<file path="config.mk">
export PLATFORM = sky130hd
export DESIGN_NAME = speed_integrator
export DESIGN_NICKNAME = d
export VERILOG_FILES = /design/src/rtl/motion_pkg.sv /design/src/rtl/step_pulse_stretcher.sv /design/src/rtl/speed_integrator.sv
export SDC_FILE = /design/constraint.sdc
export NUM_CORES = 1
export LEC_CHECK = 0
export CAP_MARGIN = 20
export CORE_MARGIN = 4
export CORE_UTILIZATION = 55
export DETAILED_ROUTE_END_ITERATION = 8
export HOLD_SLACK_MARGIN = 0.1
export PLACE_DENSITY_LB_ADDON = 0.15
export SLEW_MARGIN = 25
export SYNTH_ARGS = -nofsm -noshare
export SYNTH_HDL_FRONTEND = slang
export SYNTH_HIERARCHICAL = 1
export SYNTH_SLANG_ARGS = --single-unit
</file>
<file path="constraint.sdc">
create_clock -name clk -period 7.4 [get_ports clk]
set_clock_uncertainty 0.2 [all_clocks]
set_input_delay 1.48 -clock clk [delete_from_list [all_inputs] [get_ports clk]]
set_output_delay 1.48 -clock clk [all_outputs]
set_load 0.005 [all_outputs]
</file>
<file path="src/rtl/motion_pkg.sv">
// Shared motion-stage definitions: velocity/acceleration width, velocity
// clamp and abort-deceleration defaults (shared with the acc_step_gen-level
// configuration), and the calc FSM state encoding of speed_integrator.
package motion_pkg;
    localparam int VEL_W = 32;

    localparam logic [VEL_W-1:0] MAX_SPEED_DEF = 32'h7FFF_FFFF;
    localparam logic [VEL_W-1:0] ABORT_DEC_DEF = 32'h0000_1000;

    typedef enum logic [1:0] {
        S_IDLE  = 2'd0,
        S_ADD   = 2'd1,
        S_CLAMP = 2'd2,
        S_DONE  = 2'd3
    } calc_state_e;
endpackage

</file>
<file path="src/rtl/step_pulse_stretcher.sv">
// Turns every transition of one position-accumulator bit into a fixed-width
// step pulse and latches the direction at the rising edge of that pulse.
// Ports:
//   clk, reset  - clock, synchronous active-high reset
//   bit_i       - monitored accumulator bit
//   dir_i       - direction to capture when a pulse starts
//   step_o      - step pulse, STEP_PULSE_CYCLES clocks wide
//   dir_o       - direction held for the duration of the pulse
//   overrun_o   - sticky: a transition arrived while a pulse was still active
module step_pulse_stretcher #(
    parameter int STEP_PULSE_CYCLES = 10
) (
    input  logic clk,
    input  logic reset,
    input  logic bit_i,
    input  logic dir_i,
    output logic step_o,
    output logic dir_o,
    output logic overrun_o
);
    localparam int CNT_W = $clog2(STEP_PULSE_CYCLES + 1);
    localparam logic [CNT_W-1:0] PULSE_CNT = CNT_W'(STEP_PULSE_CYCLES);

    logic             prev_q;
    logic [CNT_W-1:0] cnt_q;
    logic             dir_q;
    logic             ovr_q;
    logic             trans;

    assign trans = bit_i ^ prev_q;

    always_ff @(posedge clk) begin
        if (reset) begin
            prev_q <= 1'b0;
            cnt_q  <= '0;
            dir_q  <= 1'b0;
            ovr_q  <= 1'b0;
        end else begin
            prev_q <= bit_i;
            if (trans) begin
                // A transition always (re)starts the pulse; hitting one that
                // is still running means steps are coming too fast.
                cnt_q <= PULSE_CNT;
                dir_q <= dir_i;
                if (cnt_q != '0) ovr_q <= 1'b1;
            end else if (cnt_q != '0) begin
                cnt_q <= cnt_q - 1'b1;
            end
        end
    end

    assign step_o    = (cnt_q != '0);
    assign dir_o     = dir_q;
    assign overrun_o = ovr_q;
endmodule

</file>
<file path="src/rtl/speed_integrator.sv">
// Per-axis speed integrator. A start_calc request computes the next segment
// velocity (planned + acceleration, clamped to +/-MAX_SPEED) over three
// cycles and pulses acc_calc_done. load_speeds commits that velocity; the
// committed speed is integrated into a wrapping position accumulator every
// clock, and transitions of position[STEP_BIT] produce step/dir pulses.
// global_abort switches the acceleration source to a fixed deceleration
// towards zero until both planned and committed velocity reach zero.
// Ports:
//   clk, reset          - clock, synchronous active-high reset
//   acc_in, acc_write   - acceleration register write
//   start_calc          - start next-velocity computation
//   load_speeds         - commit computed velocity
//   global_abort        - enter abort deceleration, cancels in-flight calc
//   acc_calc_done       - one-cycle pulse when a computation finishes
//   abort_pending       - aborting and velocity not yet zero
//   step, dir           - step pulse and direction (1 = negative)
//   speed, position     - committed velocity and accumulator (debug)
//   error_calc_overlap  - sticky: start_calc while a calc was busy
//   error_step_overrun  - sticky: step transition during an active pulse
module speed_integrator
    import motion_pkg::*;
#(
    parameter int               POS_W             = 64,
    parameter int               STEP_BIT          = 32,
    parameter int               STEP_PULSE_CYCLES = 10,
    parameter logic [VEL_W-1:0] MAX_SPEED         = MAX_SPEED_DEF,
    parameter logic [VEL_W-1:0] ABORT_DEC         = ABORT_DEC_DEF
) (
    input  logic             clk,
    input  logic             reset,
    input  logic [VEL_W-1:0] acc_in,
    input  logic             acc_write,
    input  logic             start_calc,
    input  logic             load_speeds,
    input  logic             global_abort,
    output logic             acc_calc_done,
    output logic             abort_pending,
    output logic             step,
    output logic             dir,
    output logic [VEL_W-1:0] speed,
    output logic [POS_W-1:0] position,
    output logic             error_calc_overlap,
    output logic             error_step_overrun
);
    localparam logic signed [VEL_W-1:0] ABORT_S = signed'(ABORT_DEC);
    localparam logic signed [VEL_W:0]   MAX_S   = {1'b0, MAX_SPEED};
    localparam logic signed [VEL_W:0]   MIN_S   = -MAX_S;

    calc_state_e              state_q;
    logic signed [VEL_W-1:0]  acc_q, planned_q, planned_next_q, speed_q;
    logic signed [VEL_W:0]    sum_q;
    logic                     ab_dn_q, ab_up_q;
    logic                     abort_q, pend_q, done_q, err_ovl_q;
    logic        [POS_W-1:0]  pos_q;

    logic signed [VEL_W-1:0]  eff_acc_d, clamp_d;
    logic signed [VEL_W:0]    sum_d;

    // In abort mode the acceleration is replaced by a fixed step towards 0.
    always_comb begin
        eff_acc_d = acc_q;
        if (abort_q) begin
            if (planned_q > 0)      eff_acc_d = -ABORT_S;
            else if (planned_q < 0) eff_acc_d = ABORT_S;
            else                    eff_acc_d = '0;
        end
    end

    assign sum_d = {planned_q[VEL_W-1], planned_q} + {eff_acc_d[VEL_W-1], eff_acc_d};

    // Abort deceleration must land exactly on zero rather than overshoot.
    always_comb begin
        clamp_d = sum_q[VEL_W-1:0];
        if (ab_dn_q && sum_q <= 0)      clamp_d = '0;
        else if (ab_up_q && sum_q >= 0) clamp_d = '0;
        else if (sum_q > MAX_S)         clamp_d = MAX_S[VEL_W-1:0];
        else if (sum_q < MIN_S)         clamp_d = MIN_S[VEL_W-1:0];
    end

    always_ff @(posedge clk) begin
        if (reset) begin
            state_q        <= S_IDLE;
            acc_q          <= '0;
            planned_q      <= '0;
            planned_next_q <= '0;
            speed_q        <= '0;
            sum_q          <= '0;
            ab_dn_q        <= 1'b0;
            ab_up_q        <= 1'b0;
            abort_q        <= 1'b0;
            pend_q         <= 1'b0;
            done_q         <= 1'b0;
            err_ovl_q      <= 1'b0;
            pos_q          <= '0;
        end else begin
            done_q <= 1'b0;
            if (acc_write) acc_q <= acc_in;
            if (start_calc && state_q != S_IDLE) err_ovl_q <= 1'b1;

            if (global_abort) begin
                state_q <= S_IDLE;
            end else begin
                case (state_q)
                    S_IDLE: if (start_calc) state_q <= S_ADD;
                    S_ADD: begin
                        sum_q   <= sum_d;
                        ab_dn_q <= abort_q && (planned_q > 0);
                        ab_up_q <= abort_q && (planned_q < 0);
                        state_q <= S_CLAMP;
                    end
                    S_CLAMP: begin
                        planned_next_q <= clamp_d;
                        done_q         <= 1'b1;
                        state_q        <= S_DONE;
                    end
                    S_DONE:  state_q <= S_IDLE;
                    default: state_q <= S_IDLE;
                endcase
            end

            if (load_speeds) begin
                speed_q   <= planned_next_q;
                planned_q <= planned_next_q;
            end

            if (global_abort)                        abort_q <= 1'b1;
            else if (speed_q == 0 && planned_q == 0) abort_q <= 1'b0;
            pend_q <= abort_q && (speed_q != 0 || planned_q != 0);

            pos_q <= pos_q + {{(POS_W-VEL_W){speed_q[VEL_W-1]}}, speed_q};
        end
    end

    step_pulse_stretcher #(
        .STEP_PULSE_CYCLES(STEP_PULSE_CYCLES)
    ) u_step (
        .clk      (clk),
        .reset    (reset),
        .bit_i    (pos_q[STEP_BIT]),
        .dir_i    (speed_q[VEL_W-1]),
        .step_o   (step),
        .dir_o    (dir),
        .overrun_o(error_step_overrun)
    );

    assign acc_calc_done      = done_q;
    assign abort_pending      = pend_q;
    assign speed              = speed_q;
    assign position           = pos_q;
    assign error_calc_overlap = err_ovl_q;
endmodule
</file>
Word level (Yosys, flattened, before mapping):

Index checks and enable logic that the tools add are counted.

* add/sub/neg operators: 3
* order comparisons: 6
* equality and inequality tests: 4
* multiplexer cells: 14
* bitwise logic cells: 2
* reduce and logical (&&, ||, !) cells: 18

Operators with widths (count)
* 32-bit 2-to-1 mux: 6
* 64-bit adder: 1
* 32-bit by 32-bit adder with 33-bit output: 1
* 33-bit by 1-bit greater-or-equal comparator with 1-bit output, second input constant: 1
* 33-bit by 32-bit greater-than comparator with 1-bit output, second input constant: 1
* 33-bit by 1-bit <= comparator with 1-bit output, second input constant: 1
* 33-bit by 32-bit less-than comparator with 1-bit output, second input constant: 1
* 32-bit by 1-bit greater-than comparator with 1-bit output, second input constant: 1
* 32-bit zero test: 1
* 32-bit by 1-bit less-than comparator with 1-bit output, second input constant: 1
* 32-bit nonzero test: 1
* 13-bit 2-to-1 mux: 1
* 4-bit 2-to-1 mux: 2
* 2-bit case mux with 4 select lines: 1
* 1-bit logical AND: 6
* 2-bit AND reduction: 3
* 2-bit nonzero test: 3
* 2-bit == test, second input constant: 2
* 4-bit nonzero test: 1
* 2-bit OR reduction: 2
* 4-bit by 1-bit subtractor with 4-bit output, second input constant: 1
* 1-bit 2-to-1 mux: 3
* 2-bit by 1-bit == test with 1-bit output, second input constant: 1
* 2-bit zero test: 1
* other kinds (4): 4

* bits in registers: 208
* input port bits: 38

Depth between registers and ports, before layout:

Gate-level depths: netlist of the first run.

* depth after elaboration: 5
* gate-level depth with buffers: 17

By module:

The synthesis of the first run kept the hierarchy.

Modules (own cells, without submodules)
* speed_integrator: instances 1, cells each 1535, area an instance 12244.2 sq um, sequential area each 4023.9 sq um
* step_pulse_stretcher: instances 1, cells each 28, area an instance 260.2 sq um, sequential area each 140.1 sq um

Least setup slack after synthesis of the first run:

OpenSTA, ideal clock, no wires.

* path kind: register to register
* start point: reg speed[31] (netlist name)
* end point: reg sum_q[24]
* setup time: 0.070 ns
* arrival time: 4.063 ns
* data required time: 7.130 ns
* slack: 3.066 ns
* cell stages (with the launch flop): 17
* cell sequence: dfxtp_1 > nor4_1 > nand4_1 > o21ai_0 > or2_2 > clkbuf_1 > o21ai_0 > ha_1 > a22o_1 > or4_1 > o21ba_2 > a21oi_1 > o21bai_1 > a311oi_1 > xnor2_1 > nand2_1 > a21oi_1

RTL lines
* to (signal assigned): line speed_integrator.sv:106 `sum_q <= sum_d;`
* to (decl): line speed_integrator.sv:51 `logic signed [VEL_W:0] sum_q;`

==> results of run 1 <==
-- path summary, 6_finish.rpt --
kind	start	end	slack, ps	depth (start not counted)
min	u_step/dir_o	u_step/dir_o	260	2
max reg2reg	speed[3]	sum_q[25]	2850	14
max	speed[3]	sum_q[25]	2850	14
min reg2reg	u_step/dir_o	u_step/dir_o	260	2
-- per-stage QoR --
stage / power (W) / setup WS, ps / hold slack, ps
2_1_floorplan: 0.00127 / 3070 / 237
3_3_place_gp: 0.00133 / 3070 / 244
3_5_place_dp: 0.00133 / 2960 / 253
4_1_cts: 0.00262 / 2910 / 261
5_1_grt: 0.00269 / 2460 / 283
6_report: 0.00261 / 2850 / 260
-- layout make-up --
cell class	instances	area share
Multi-Input combinational cell	1233	0.529
Inverter	45	0.0113
Sequential cell	208	0.279
Timing Repair Buffer	150	0.0985
Clock inverter	10	0.0103
Tap cell	280	0.0235
Clock buffer	34	0.0483
-- cells in the final DEF, fill, tap and decap left out, types with 5 or more instances in the layout --
master           Yosys  final
nor2_1             247    247
dfxtp_1            208    207
a21oi_1            188    188
clkdlybuf4s50_1      0    136
nand2_1            112    112
ha_1                98     98
o21ai_0             86     85
mux2i_1             68     68
a21o_1              61     61
xnor2_1             46     46
inv_1               45     45
xor2_1              29     29
clkbuf_16            0     25
nand4_1             24     24
nor2b_1             25     24
nor3_1              22     22
nand3_1             21     21
nand2b_1            17     17
nor4_1              16     16
a211oi_1            15     15
a31oi_1             15     15
o21a_1              13     13
o21bai_1            13     13
buf_4                0     12
o31ai_1              9      9
and3_1               9      9
and4_1               7      7
or3_1                6      6
nor3b_1              6      6
clkbuf_8             0      6
o21ai_1              4      5
o211ai_1             5      5
clkinv_2             0      5
-- sequential cells by signal, summed over array words and instances, names as in the netlist --
signal              cells
ab_dn_q                 1
acc_calc_done           1
position               64
error_calc_overlap      1
state_q                 2
acc_q                  32
u_step/prev_q           1
u_step/cnt_q            4
u_step/overrun_o        1
abort_q                 1
speed                  32
u_step/dir_o            1
planned_next_q         32
abort_pending           1
sum_q                  33
ab_up_q                 1
-- per-layer routing --
metal | global-route usage | share of wire
met1 | 0.327 | 0.42
met5 | 0 | 0.00017
met4 | 0.129 | 0.053
met2 | 0.472 | 0.48
met3 | 0.0407 | 0.054
-- power by group through the flow --
stage                     registers, W  clock network, W  logic [W]
after floorplan                0.00117                 0   0.000103
after global placement         0.00117                 0   0.000154
after detailed placement       0.00117                 0   0.000155
after CTS                      0.00115           0.00132   0.000156
after global routing           0.00115           0.00137   0.000172
final                          0.00115           0.00130   0.000157
-- logic make-up (layout without fill, tap and decap cells) --
family / after synthesis / in the layout / synth area share
adders and majority gates: 100 / 100 / 0.101
buffers and inverters: 122 / 239 / 0.0372
and+or+nand+nor: 536 / 536 / 0.197
DFF: 208 / 208 / 0.333
xor gates and xnor gates: 75 / 75 / 0.0525
muxes: 71 / 71 / 0.0571
AOI/OAI and AO/OA: 451 / 451 / 0.222
-- tightest hold or removal path: cells and delay by family (launching register included) --
kind	cells	cell delay (ps)
flops	1	310
simple gates	1	50
compound gates	1	50
==> metrics.md, run 1 <==
| Metric | Value |
|---|---|
| Outcome | completed |
| Initial DRC Count | 748 |
| Setup TNS | 0 ps |
| Post-synthesis sequential area ratio | 0.333 |
| Clk buf depth | 3 |
| Final Util | 0.675 |
| CP max FO | 20 |
| Slew HR | 0.286 |
| H-tree depth | 1 |
| Worst hold path type | flip-flop to flip-flop |
| Area grow syn2layout | 19.2% |
| Top post-synthesis cells by area | dfxtp_1, ha_1, a21oi_1, nor2_1, mux2i_1 |
| Die footprint | 0.0252 mm² |
| # diodes | 0 |
| Starting Density | 0.566 |
| RSZ-0062 raised after global routing | false |
| Share of the synthesized area in the top cell type | 0.333 |
| Cell Pwr Density | ~180 mW/mm² |
| Routed WL | 35800 µm |
| Post-synth top flop | dfxtp_1 |
| Via count | 11600 |
| WP buf/inv | 0 |
| Slew Viols, Final | 0 |
| Final worst path period share | 0.615 |
| Max VDD drop | approximately 0.00018 V |
| Post-CTS Setup Repair Bufs | 0 |
| Gp weighted congestion | about 0.95 |
| Drt wl/cell | between 15 and 20 µm |
| CP top delay family | compound AO/OA/AOI/OAI gates |
| CTS clk-pin slew, worst paths | about 60 ps |
| CP Launch Type | flip-flop |
| GRT Overall Usage | 0.270 |
| Cell Count, Final, Fillers Out | 1960 |
| Unique masters post-synth | 72 |
| Int Pwr | around 0.0020 W |
| Worst EP arrival | 4760 ps |
| Final min period | 4550 ps |
| Most frequent cells after synthesis | nor2_1, dfxtp_1, a21oi_1 |
| Row count | 54 |
| Clock tree sinks | 208 |
| Post-route ant nets | 0 |
| Leakage power | 6.45 nW |
| Yosys warning count | 6 |
| First-pass GRT wire length | 57500 µm |
| Comb pwr share | 0.060 |
| Syn Inst Count | 1563 |
| Resized cells post-CTS | 0 |
| Register Area | between 0.004 and 0.005 mm² |
| Worst Tran Pin Value | 1070 ps |
| Multi-input logic area | 0.00788 mm² |
| Post-CTS Hold Fix Bufs | 0 |
| Synth Cell Area | between 0.01 and 0.015 mm² |
| Layout cells sized above 1 | 0.0452 |
| Post-Place Cells | between 1500 and 2000 |
| Final Cell Area | 0.0149 mm² |
| Number of I/O pins | 140 |
| Crit Path Category | flip-flop to flip-flop |
| EDFF count, synth | 0 |
| Required @ worst endpoint | 7610 ps |
| Antenna violations before repair | 1 |
| TritonRoute pass-1 iters | 5 |
| Height of the die | roughly 160 µm |
| Clock network fraction of design power | 0.500 |
| CTS buffer count | 25 |
| Hpwl dp | 26300 µm |
| DR DRC count | 0 |
| Seq cells post-synth | approximately 210 |
| Crit path top cell by count | o21ai_0 |
| Syn_area_per_cell | 8.00 µm² |
| Crit-path cells | nor4_1 > nand4_1 > o21ai_0 > or2_2 > o21ai_0 > ha_1 > a2111oi_0 > o2bb2ai_1 > o2111ai_1 > o21a_1 > a211oi_1 > o21bai_1 > xor2_1 > o21ai_0 |
| Ys async rst share | 0 |
| CTS tree | built |
| Cell Area, Placed | 0.0140 mm² |
| Most frequent cell after synthesis | nor2_1 |
| Worst stage delay on the critical path | 550 ps |
| Psw | 0.000590 W |
| Final setup fails | 0 |
| CP max stage cell | a2111oi_0 |
| Sw frac | 0.226 |
| Nets | roughly 1800 |
| Crit. End Element | flip-flop |
| Max-cap check violation count | 0 |
| CTS Root Cell | clkbuf_16 |
| Core Area | about 0.022 mm² |
| Syn Nets | 1701 |
| Fillers | roughly 1900 |
| Die X | 159 µm |
| Port bufs | 139 |
| Largest net degree at the start of global routing | 84 |
| Seq pwr share | 0.440 |
| Post-DR vias/cell | 5.94 |
| Grt ovf | 0 |
| Vias in the first global route | approximately 11000 |
| Hold Fails Final Rpt | 0 |
| F_max | between 200 and 250 MHz |
| Synth area leader | dfxtp_1 |
| Clock Latency Late Sink | 530 ps |
Note: power is estimated with default switching activity, not from simulation.
==> run 2: changes to the inputs <==
==> constraint.sdc (replaced) <==
create_clock -name clk -period 4.5 [get_ports clk]
set_clock_uncertainty 0.2 [all_clocks]
set_input_delay 0.9 -clock clk [delete_from_list [all_inputs] [get_ports clk]]
set_output_delay 0.9 -clock clk [all_outputs]
set_load 0.005 [all_outputs]
==> metrics.md, run 2 (same netlist as run 1, synthesis figures left out) <==
| Metric | Value |
|---|---|
| CP Launch Type | flip-flop |
| Gp weighted congestion | 0.936 (-1.7%) |
| Row count | 54 (unchanged) |
| Die X | 159 µm (unchanged) |
| F_max | 237 MHz (+7.8%) |
| Starting Density | 0.566 (unchanged) |
| Number of I/O pins | 140 (unchanged) |
| Worst hold path type | flip-flop to flip-flop |
| CTS clk-pin slew, worst paths | 60 ps (about the same) |
| Register Area | 0.00417 mm² (unchanged) |
| # diodes | 0 (unchanged) |
| Max FFs per register | 64 (unchanged) |
| Die footprint | 0.0252 mm² (unchanged) |
| Max VDD drop | 0.000310 V (+75%) |
| Layout cells sized above 1 | 0.0610 (+0.0158) |
| DR DRC count | 0 (unchanged) |
| Port bufs | 139 (unchanged) |
| Leakage power | 6.57 nW (+2.0%) |
| Cell Pwr Density | 278 mW/mm² (+59%) |
| Final Util | 0.684 (+0.00923) |
| CP max FO | 11 (-45%) |
| Post-DR vias/cell | 5.93 (-0.17%) |
| Vias in the first global route | 11100 (-1.4%) |
| Post-CTS Setup Repair Bufs | 0 (unchanged) |
| CTS tree | built |
| Top routing layer in use | met4 |
| Required @ worst endpoint | 4740 ps (-2870 ps) |
| Multi-input logic area | 0.00789 mm² (+0.21%) |
| Worst stage delay on the critical path | 430 ps (-120 ps) |
| Crit path top cell by count | a21o_1 |
| TritonRoute pass-1 iters | 5 (unchanged) |
| Power, Total | 0.00420 W (+61%) |
| Outcome | completed |
| Crit. End Element | flip-flop |
| Grt ovf | 0 (unchanged) |
| Via count | 11800 (+1.1%) |
| CTS Root Cell | clkbuf_16 |
| H-tree depth | 1 (unchanged) |
| Nets | 1827 (+1.4%) |
| Clk buf depth | 3 (unchanged) |
| Height of the die | 159 µm (unchanged) |
| Hold Fails Final Rpt | 0 (unchanged) |
| Clock tree sinks | 208 (unchanged) |
| Clock Latency Late Sink | 520 ps (about the same) |
| Met3 WL | 1790 µm (-7.2%) |
| Slew HR | 0.311 (+0.0251) |
| Met1 WL | 15500 µm (+3.8%) |
| Most frequent cells in the layout | nor2_1, dfxtp_1, a21oi_1 |
| Largest net degree at the start of global routing | 138 (+64%) |
| Final min period | 4220 ps (-328 ps) |
| Fillers | 1890 (+0.96%) |
| Drt wl/cell | 18.1 µm (-1.1%) |
| Antenna violations before repair | 0 (-1) |
| Crit-path cells | nor4_1 > nand4_1 > o21ai_0 > or2_2 > buf_4 > o21ai_0 > ha_1 > a21o_1 > a21o_1 > a21o_1 > a21o_1 > a21oi_1 > nand2_1 > a21oi_1 > o21ai_0 > or4_1 > a31oi_1 |
| CTS buffer count | 24 (-4.0%) |
| Final setup fails | 0 (unchanged) |
| Crit Path Category | flip-flop to flip-flop |
| Worst Tran Pin Value | 1030 ps (-37.6 ps) |
| Detailed route wirelength on metal2 | 17300 µm (+1.3%) |
| Initial DRC Count | 756 (+1.1%) |
| RSZ-0062 raised after global routing | false |
| Routed WL | 35900 µm (+0.15%) |
| Worst EP arrival | 4460 ps (-300 ps) |
| Commonest non-fill, non-tap cell in the layout | nor2_1 |
| Post-route ant nets | 0 (unchanged) |
| Final worst path period share | 0.938 (+0.323) |
| Area grow syn2layout | 20.8% |
| GRT Overall Usage | 0.269 (-0.00137) |
| Core Area | 0.0221 mm² (unchanged) |
| Hpwl dp | 26500 µm (+0.80%) |
| Slew Viols, Final | 0 (unchanged) |
| First-pass GRT wire length | 57300 µm (-0.36%) |
| Max-cap check violation count | 0 (unchanged) |
| CP max stage cell | nor4_1 |
| Setup TNS | 0 ps (unchanged) |
| Min Hold Slack | 250 ps (-10.5 ps) |
-- run 2: final cells by class --
class | instances | share of cell area
multi-input cells | 1233 | 0.523
flip-flops and latches | 208 | 0.276
repair buffers | 177 | 0.112
clock buffers | 31 | 0.0442
well taps | 280 | 0.0232
inverters | 45 | 0.0112
clock inverters | 11 | 0.0109
-- run 2: final timing paths --
path | slack [ps] | depth (start not counted) | startpoint | endpoint
worst max register to register | 280 | 17 | speed[24] | sum_q[30]
worst min register to register | 250 | 2 | u_step/dir_o | u_step/dir_o
worst min-delay path | 250 | 2 | u_step/dir_o | u_step/dir_o
worst max-delay path | 280 | 17 | speed[24] | sum_q[30]
-- run 2: metrics by stage --
step           setup WS, ps  instances  instance area, µm²
6_report                278       1985               15100
5_1_grt                7.44       1985               15100
4_1_cts                 243       1984               15100
3_5_place_dp            283       1942               14200
3_3_place_gp            350       1942               14200
2_1_floorplan           166       1563               12500
-- run 2: layer usage --
layer,vias up,track usage
met1,5518,0.340
met5,-,0
met3,81,0.0371
met2,366,0.472
met4,0,0.0943
li1,5797,-
-- run 2: where the power goes --
| part | switching (W) | internal, W |
|---|---|---|
| Sequential | 0.0000176 | 0.00187 |
| Combinational | 0.000150 | 0.000112 |
| Clock | 0.000780 | 0.00128 |
-- run 2: worst max-delay path, delay by kind of cell, from the launching register on --
| kind | cells | cell delay, ps |
|---|---|---|
| adders and majority gates | 1 | 350 |
| DFF | 1 | 370 |
| AOI/OAI and AO/OA | 10 | 1650 |
| and+or+nand+nor | 5 | 1350 |
| buffers and inverters | 1 | 210 |
-- run 2: timing repair --
| action | 4_1_cts | 5_1_grt |
|---|---|---|
| endpoints found under the setup margin | 0 | 5 |
| resized for setup | 0 | 3 |
| hold buffers | 0 | 0 |
==> run 3: changes to the inputs <==
--- a/config.mk
+++ b/config.mk
@@ -8,6 +8,7 @@
 export CAP_MARGIN = 20
 export CORE_MARGIN = 4
 export CORE_UTILIZATION = 55
+export CTS_CLUSTER_SIZE = 20
 export DETAILED_ROUTE_END_ITERATION = 8
 export HOLD_SLACK_MARGIN = 0.1
 export PLACE_DENSITY_LB_ADDON = 0.15
==> constraint.sdc (replaced) <==
create_clock -name clk -period 5.4 [get_ports clk]
set_clock_uncertainty 0.2 [all_clocks]
set_input_delay 1.08 -clock clk [delete_from_list [all_inputs] [get_ports clk]]
set_output_delay 1.08 -clock clk [all_outputs]
set_load 0.005 [all_outputs]
==> metrics.md, run 3 (same netlist as run 1, synthesis figures left out) <==
| Metric | Value |
|---|---|
| CTS Root Cell | clkbuf_16 |
| Top routing layer in use | met4 |
| Final Cell Area | 0.0149 mm² (-1.6%) |
| Gp weighted congestion | 0.903 (-3.5%) |
| Drt wl/cell | 18.1 µm (+0.35%) |
| Cell Area, Placed | 0.0140 mm² (-1.4%) |
| Slew HR | 0.272 (-0.0393) |
| Post-route ant nets | 0 (unchanged) |
| Vias in the first global route | 11300 (+2.3%) |
| Required @ worst endpoint | 5600 ps (+860 ps) |
| CTS buffer count | 25 (+4.2%) |
| Cell Pwr Density | 232 mW/mm² (-17%) |
| Post-DR vias/cell | 5.93 (about the same) |
| Met1 WL | 15100 µm (-2.0%) |
| Final Util | 0.673 (-0.0110) |
| Met3 WL | 2030 µm (+14%) |
| GRT Overall Usage | 0.271 (+0.00169) |
| Core Area | 0.0221 mm² (unchanged) |
| Outcome | completed |
| Leakage power | 6.43 nW (-2.3%) |
| Post-CTS Hold Fix Bufs | 0 (unchanged) |
| Clock Latency Late Sink | 550 ps (+30 ps) |
| Largest net degree at the start of global routing | 139 (+0.72%) |
| CP max FO | 14 (+3) |
| Crit. End Element | flip-flop |
| Nets | 1801 (-1.4%) |
| Area grow syn2layout | 18.9% |
| Commonest non-fill, non-tap cell in the layout | nor2_1 |
| First-pass GRT wire length | 57500 µm (+0.34%) |
| Slew Viols, Final | 0 (unchanged) |
| Antenna violations before repair | 0 (unchanged) |
| Clock tree sinks | 208 (unchanged) |
| Max VDD drop | 0.000233 V (-25%) |
| TritonRoute pass-1 iters | 5 (unchanged) |
| Max FFs per register | 64 (unchanged) |
| Via count | 11600 (-1.2%) |
| DR DRC count | 0 (unchanged) |
| Post-CTS Setup Repair Bufs | 0 (unchanged) |
| Starting Density | 0.566 (unchanged) |
| Worst EP arrival | 4660 ps (+200 ps) |
| Worst Tran Pin Value | 1090 ps (+59.0 ps) |
| Clk buf depth | 3 (unchanged) |
| Max-cap check violation count | 0 (unchanged) |
| Height of the die | 159 µm (unchanged) |
| Row count | 54 (unchanged) |
| Final setup fails | 0 (unchanged) |
| Worst hold path type | flip-flop to flip-flop |
| Port bufs | 139 (unchanged) |
| Layout cells sized above 1 | 0.0458 (-0.0152) |
| Most frequent cells in the layout | nor2_1, dfxtp_1, a21oi_1 |
| Hpwl dp | 26100 µm (-1.4%) |
| Grt ovf | 0 (unchanged) |
| Final min period | 4460 ps (+241 ps) |
| CTS tree | built |
| Die footprint | 0.0252 mm² (unchanged) |
| Number of I/O pins | 140 (unchanged) |
| RSZ-0062 raised after global routing | false |
| Detailed route wirelength on metal2 | 16700 µm (-3.5%) |
| Die X | 159 µm (unchanged) |
| Initial DRC Count | 931 (+23%) |
| Final worst path period share | 0.826 (-0.112) |
| # diodes | 0 (unchanged) |
| CP Launch Type | flip-flop |
| H-tree depth | 1 (unchanged) |
| Crit Path Category | flip-flop to flip-flop |
| Resized cells post-CTS | 0 (unchanged) |
| Setup TNS | 0 ps (unchanged) |
| F_max | 224 MHz (-5.4%) |
| CTS clk-pin slew, worst paths | 60 ps (about the same) |
| Hold Fails Final Rpt | 0 (unchanged) |
| Routed WL | 35600 µm (-0.81%) |
## run 3: cell types whose count changed in the layout (fill, tap and decap cells not counted), moves of 2 or more
| cell | before | now |
|---|---|---|
| buf_4 | 37 | 11 |
| clkinv_2 | 4 | 8 |
| bufinv_16 | 4 | 1 |
| nor4_2 | 2 | 0 |
| nor4_1 | 14 | 16 |
| clkbuf_8 | 2 | 6 |
## run 3: final cells by class
| cell class | instances | area [µm²] |
|---|---|---|
| tap | 280 | 350 |
| clock inverter | 12 | 109 |
| fill | 1917 | 7230 |
| clock buffer | 34 | 709 |
| sequential | 208 | 4170 |
| multi-input combinational | 1233 | 7880 |
| inverter | 45 | 169 |
| timing repair buffer | 150 | 1480 |
## run 3: path summary, 6_finish.rpt
| path | start | end | slack [ps] | depth (start not counted) |
|---|---|---|---|---|
| max | speed[0] | sum_q[31] | 940 | 17 |
| min | u_step/dir_o | u_step/dir_o | 250 | 2 |
| max reg2reg | speed[0] | sum_q[31] | 940 | 17 |
| min reg2reg | u_step/dir_o | u_step/dir_o | 250 | 2 |
## run 3: power by group
| part | switching, W | total, W | internal (W) | leakage, nW |
|---|---|---|---|---|
| Clock | 0.000689 | 0.00167 | 0.000976 | 0.410 |
| Sequential | 0.0000135 | 0.00157 | 0.00156 | 1.68 |
| Combinational | 0.000124 | 0.000216 | 0.0000917 | 4.33 |
## run 3: metrics by stage
stage | hold WS [ps] | power (W) | cells | setup slack, ps
2_1_floorplan | 237 | 0.00174 | 1563 | 1070
3_3_place_gp | 240 | 0.00182 | 1916 | 1030
6_report | 254 | 0.00345 | 1962 | 937
4_1_cts | 258 | 0.00348 | 1962 | 981
5_1_grt | 292 | 0.00357 | 1962 | 670
3_5_place_dp | 250 | 0.00182 | 1916 | 1020
## run 3: worst max-delay path, stage by stage, from the launching register on
cell and delay (ps):
dfxtp_1 360, nor4_1 510, nand4_1 190, o21ai_0 340
or2_2 250, buf_4 220, o21ai_0 140, ha_1 380
a21o_1 200, a21o_1 160, a21o_1 170, a21o_1 170
a21o_1 170, or3_1 310, a31oi_1 150, or3_1 150
mux2i_1 170, o31ai_1 80
## run 3: routing by layer
metal / track usage / vias to the layer above
li1: - / 5749
met1: 0.339 / 5408
met2: 0.463 / 369
met3: 0.0417 / 99
met4: 0.122 / 0
met5: 0 / -
==> variant 1: new RTL, flow settings as in run 2 <==
Set the package constant `MAX_SPEED_DEF` to 32'h40000000 (it was 32'h7FFF_FFFF).
--- a/src/rtl/motion_pkg.sv
+++ b/src/rtl/motion_pkg.sv
@@ -5,5 +5,5 @@
     localparam int VEL_W = 32;
 
-    localparam logic [VEL_W-1:0] MAX_SPEED_DEF = 32'h7FFF_FFFF;
+    localparam logic [VEL_W-1:0] MAX_SPEED_DEF = 32'h40000000;
     localparam logic [VEL_W-1:0] ABORT_DEC_DEF = 32'h0000_1000;
 
Function: changed (a bounded check fails within 10 cycles, from zero or initial values and one cycle with reset high).
==> variant 1 against run 2 <==
  * Power is 1.2% lower
  * Synthesized cell count shrank 5.1%
  * Sequential cell count did not move
  * Maximum frequency down 0.94%
  * Cell area is 1.2% lower
  * Sequential share of layout area rose by 0.32 points
  * Combinational power shrank 18%
  * Area after synthesis fell by 2.3%
  * Via count down 2.7%
  * Non-clock buffer count rose by 5
  * Routed wire length decreased by 4.0%
  * Setup slack worse by 0.040 ns
==> variant 1: results (changes against run 2) <==
stage,metric,value,unit,change
die,dieWidth,157.1,um,-1.1%
worst_setup_path,path_max_fanout,15,,+4
layout,buffers,182,,+2.8%
routing,wl_met2,15540,um,-10%
yosys,synth_compound_area_share,22.10,%,-0.14 points
layout,clkbuf_count,27,,-13%
layout,drive_gt1_share,6.809,%,+0.71 points
power_and_ir_drop,power.leakage,6.497,nW,-1.2%
layout,multi_input_area,7652,sq um,-3.1%
timing,relSlewSlack,34.95,%,+3.8 points
clock_network,clockRootBuffer,clkbuf_16,,
global_route,first_global_vias,10830,,-2.1%
clock_network,clk_transition_reported_paths,0.06,ns,about the same
worst_setup_path,r2r-start,speed[28]$_SDFFE_PP0P_,,
global_route,met1_usage,38.20,%,+4.2 points
yosys,synth-xor-area-share,5.663,%,+0.41 points
worst_setup_path,reg2reg_setup_slack,0.24,ns,-0.04 ns
placed_design,gp_congestion,0.9393,,+0.36%
placed_design,dp_slack,-0.03257,ns,-0.3159 ns
power_and_ir_drop,powerDensity,278.1,nW/um^2,about the same
power_and_ir_drop,vdd_drop_max,0.0002760,V,-11%
routing,routed_wl,34420,um,-4.0%
global_route,grt_pass1_wl,55460,um,-3.2%
routing,viasPerCell,5.946,,+0.35%
yosys,syn_nets,1622,,-4.6%
global_route,gr-usage-met3,4.014,%,+0.31 points
power_and_ir_drop,power,0.004153,W,-1.2%
worst_setup_path,crit_arrival,4.47,ns,about the same
layout,clk_share,5.639,%,+0.12 points
placed_design,dpl.hpwl,25430,um,-4.0%
layout,fillers,1816,,-3.9%
yosys,yosys-top-cells-area,"dfxtp_1 (34%), ha_1 (10%), nor2_1 (6.5%)",,
yosys,synth_cell_types,74,,+2.8%
yosys,synth_common_cells,"nor2_1 (212), dfxtp_1 (208), a21oi_1 (142), nand2_1 (120), ha_1 (98)",,
yosys,synthMuxAreaShare,5.693,%,-0.020 points
clock_network,cts_resized,1,,+1
routing,m1WireLength,15540,um,+0.53%
layout,fin_cells,1925,,-3.0%
layout,n_all_inverters,51,,+13%
global_route,use_met2,44.81,%,-2.4 points
layout,nMultiInputCombCells,1160,,-5.9%
yosys,synth_fa_ha_area_share,10.36,%,+0.24 points
outcome,status,finished clean,,
timing,finalCriticalPeriod,4.262,ns,+0.04002 ns
yosys,ys_seq_area_share,34.08,%,+0.78 points
power_and_ir_drop,clkPwrFrac,49.6,%,+0.7 points
yosys,syn_avg_cell_area,8.234,sq um,+2.9%
global_route,grt_usage,27.50,%,+0.61 points
-- variant 1: cell count changes after synthesis, moves of 7 or more --
cell / before / now
o21ai_0: 86 / 61
o21bai_1: 13 / 23
o21ai_1: 4 / 16
a21oi_1: 188 / 142
a22oi_1: 0 / 32
nor2_1: 247 / 212
nand2_1: 112 / 120
nand3_1: 21 / 14
a21o_1: 61 / 54
-- variant 1: logic make-up after synthesis --
group,Yosys count
adder cells (fa/ha/maj),100
AND/OR/NAND/NOR,497
multiplexers,69
AO/OA/AOI/OAI,415
XOR/XNOR,79
buffers and inverters,116
flip-flops,208
-- variant 1: critical path: stages (launching register included) --
cell	delay, ns
dfxtp_1	0.32
nor4_2	0.43
nand4_1	0.21
o21ai_1	0.20
or2_2	0.20
buf_4	0.21
o21ai_0	0.11
ha_1	0.37
and3_1	0.21
nand3_1	0.10
a31oi_1	0.06
a2111oi_1	0.46
buf_4	0.19
o21ai_1	0.11
o41ai_2	0.26
o21ai_1	0.13
xor2_1	0.15
a22o_1	0.23
==> variant 2: new RTL, flow settings as in run 2 <==
Made on the original files. Encoding of `calc_state_e`: now Gray code (2 bits for 4 states).
--- a/src/rtl/motion_pkg.sv
+++ b/src/rtl/motion_pkg.sv
@@ -9,8 +9,8 @@
 
     typedef enum logic [1:0] {
-        S_IDLE  = 2'd0,
-        S_ADD   = 2'd1,
-        S_CLAMP = 2'd2,
-        S_DONE  = 2'd3
+        S_IDLE  = 2'b00,
+        S_ADD   = 2'b01,
+        S_CLAMP = 2'b11,
+        S_DONE  = 2'b10
     } calc_state_e;
 endpackage
Check against the original RTL: same outputs for any inputs over 4 cycles, from zero or initial values and one cycle with reset high; so few cycles prove little.
==> variant 2 against run 2 <==
  * Worst hold slack better by 0.00052 ns
  * Setup slack got worse by 0.12 ns
  * Sequential cell count unchanged
  * Power is 4.2% lower
  * Cell area down 0.51%
  * Routed wire length grew 6.7%
  * Area after synthesis up 1.8%
  * Utilization decreased by 2.2 points
==> variant 2: results (changes against run 2) <==
stage,metric,value,unit,change
power_and_ir_drop,power.leakage,6.429,nW,-2.2%
yosys,synth_compound_area_share,21.51,%,-0.73 points
layout,clk_share,5.153,%,-0.36 points
routing,drt_iter0_drc,940,,+24%
placed_design,dp_slack,0.006803,ns,-0.2765 ns
yosys,synth_cell_types,89,,+24%
die,dieWidth,160.1,um,+0.83%
layout,bufAreaShareNonClock,10.76,%,-0.46 points
yosys,synth-xor-area-share,5.438,%,+0.18 points
worst_setup_path,crit_slowest_cell,nor4_2,,
worst_setup_path,path_max_fanout,8,,-3
outcome,status,finished clean,,
routing,wl_met2,16860,um,-2.5%
layout,fin_cells,1990,,+0.25%
power_and_ir_drop,swShare,23.85,%,+1.3 points
yosys,syn_nets,1716,,+0.88%
routing,route.vias.total,11960,,+1.7%
global_route,met1_usage,41.56,%,+7.6 points
layout,clkbuf_count,35,,+13%
global_route,grt_usage,28.98,%,+2.1 points
layout,seq_share,27.71,%,+0.14 points
timing,worstMarginPinSlew,0.9281,ns,-0.1046 ns
placed_design,gp_congestion,0.9337,,-0.24%
layout,nMultiInputCombCells,1234,,+0.081%
routing,met3WireLength,3090,um,+73%
yosys,ys_seq_area_share,32.73,%,-0.57 points
layout,drive_gt1_share,6.393,%,+0.29 points
clock_network,cts_buffers,24,,unchanged
global_route,grt_max_degree,110,,-20%
power_and_ir_drop,powerDensity,267.9,nW/um^2,-3.7%
placed_design,dpl_cell_area,14220,sq um,-0.11%
worst_setup_path,crit_arrival,4.56,ns,+0.10 ns
yosys,synth_fa_ha_area_share,9.657,%,-0.47 points
global_route,grt_pass1_wl,61290,um,+7.0%
layout,num-nets-final,1822,,-0.27%
layout,multi_input_area_share,52.73,%,+0.47 points
layout,n_all_inverters,51,,+13%
routing,highest_layer,met4,,
yosys,synth_common_cells,"nor2_1 (249), dfxtp_1 (208), a21oi_1 (194), nand2_1 (119), ha_1 (95)",,
yosys,synth_cells,1581,,+1.2%
yosys,synthMuxAreaShare,5.477,%,-0.24 points
global_route,gr-usage-met3,5.394,%,+1.7 points
power_and_ir_drop,powerClk,0.00190,W,-8%
power_and_ir_drop,comb_power_share,6.0,%,-0.2 points
layout,fillers,1999,,+5.8%
routing,m1WireLength,17310,um,+12%
placed_design,dpl.cell_count,1946,,+0.21%
global_route,use_met2,45.16,%,-2.0 points
routing,routed_wl,38280,um,+6.7%
yosys,yosys-top-cells-area,"dfxtp_1 (33%), ha_1 (9.3%), a21oi_1 (7.6%)",,
-- variant 2: worst paths after layout --
kind         depth (start not counted)                       startpoint  slack, ns                              end
min reg2reg                          2  error_calc_overlap$_SDFFE_PP0P_       0.25  error_calc_overlap$_SDFFE_PP0P_
max                                 16           speed[23]$_SDFFE_PP0P_       0.15           sum_q[29]$_SDFFE_PP0P_
max reg2reg                         16           speed[23]$_SDFFE_PP0P_       0.15           sum_q[29]$_SDFFE_PP0P_
min                                  2  error_calc_overlap$_SDFFE_PP0P_       0.25  error_calc_overlap$_SDFFE_PP0P_
-- variant 2: logic make-up after synthesis --
group / count (synthesis)
buf+inv: 139
xor+xnor: 79
compound gates: 438
flops: 208
fa+ha+maj: 97
mux: 69
simple gates: 551
-- variant 2: what timing repair did --
item / 4_1_cts / 5_1_grt
resized for setup: 1 / 4
hold buffers: 0 / 0
setup endpoints to repair: 1 / 4
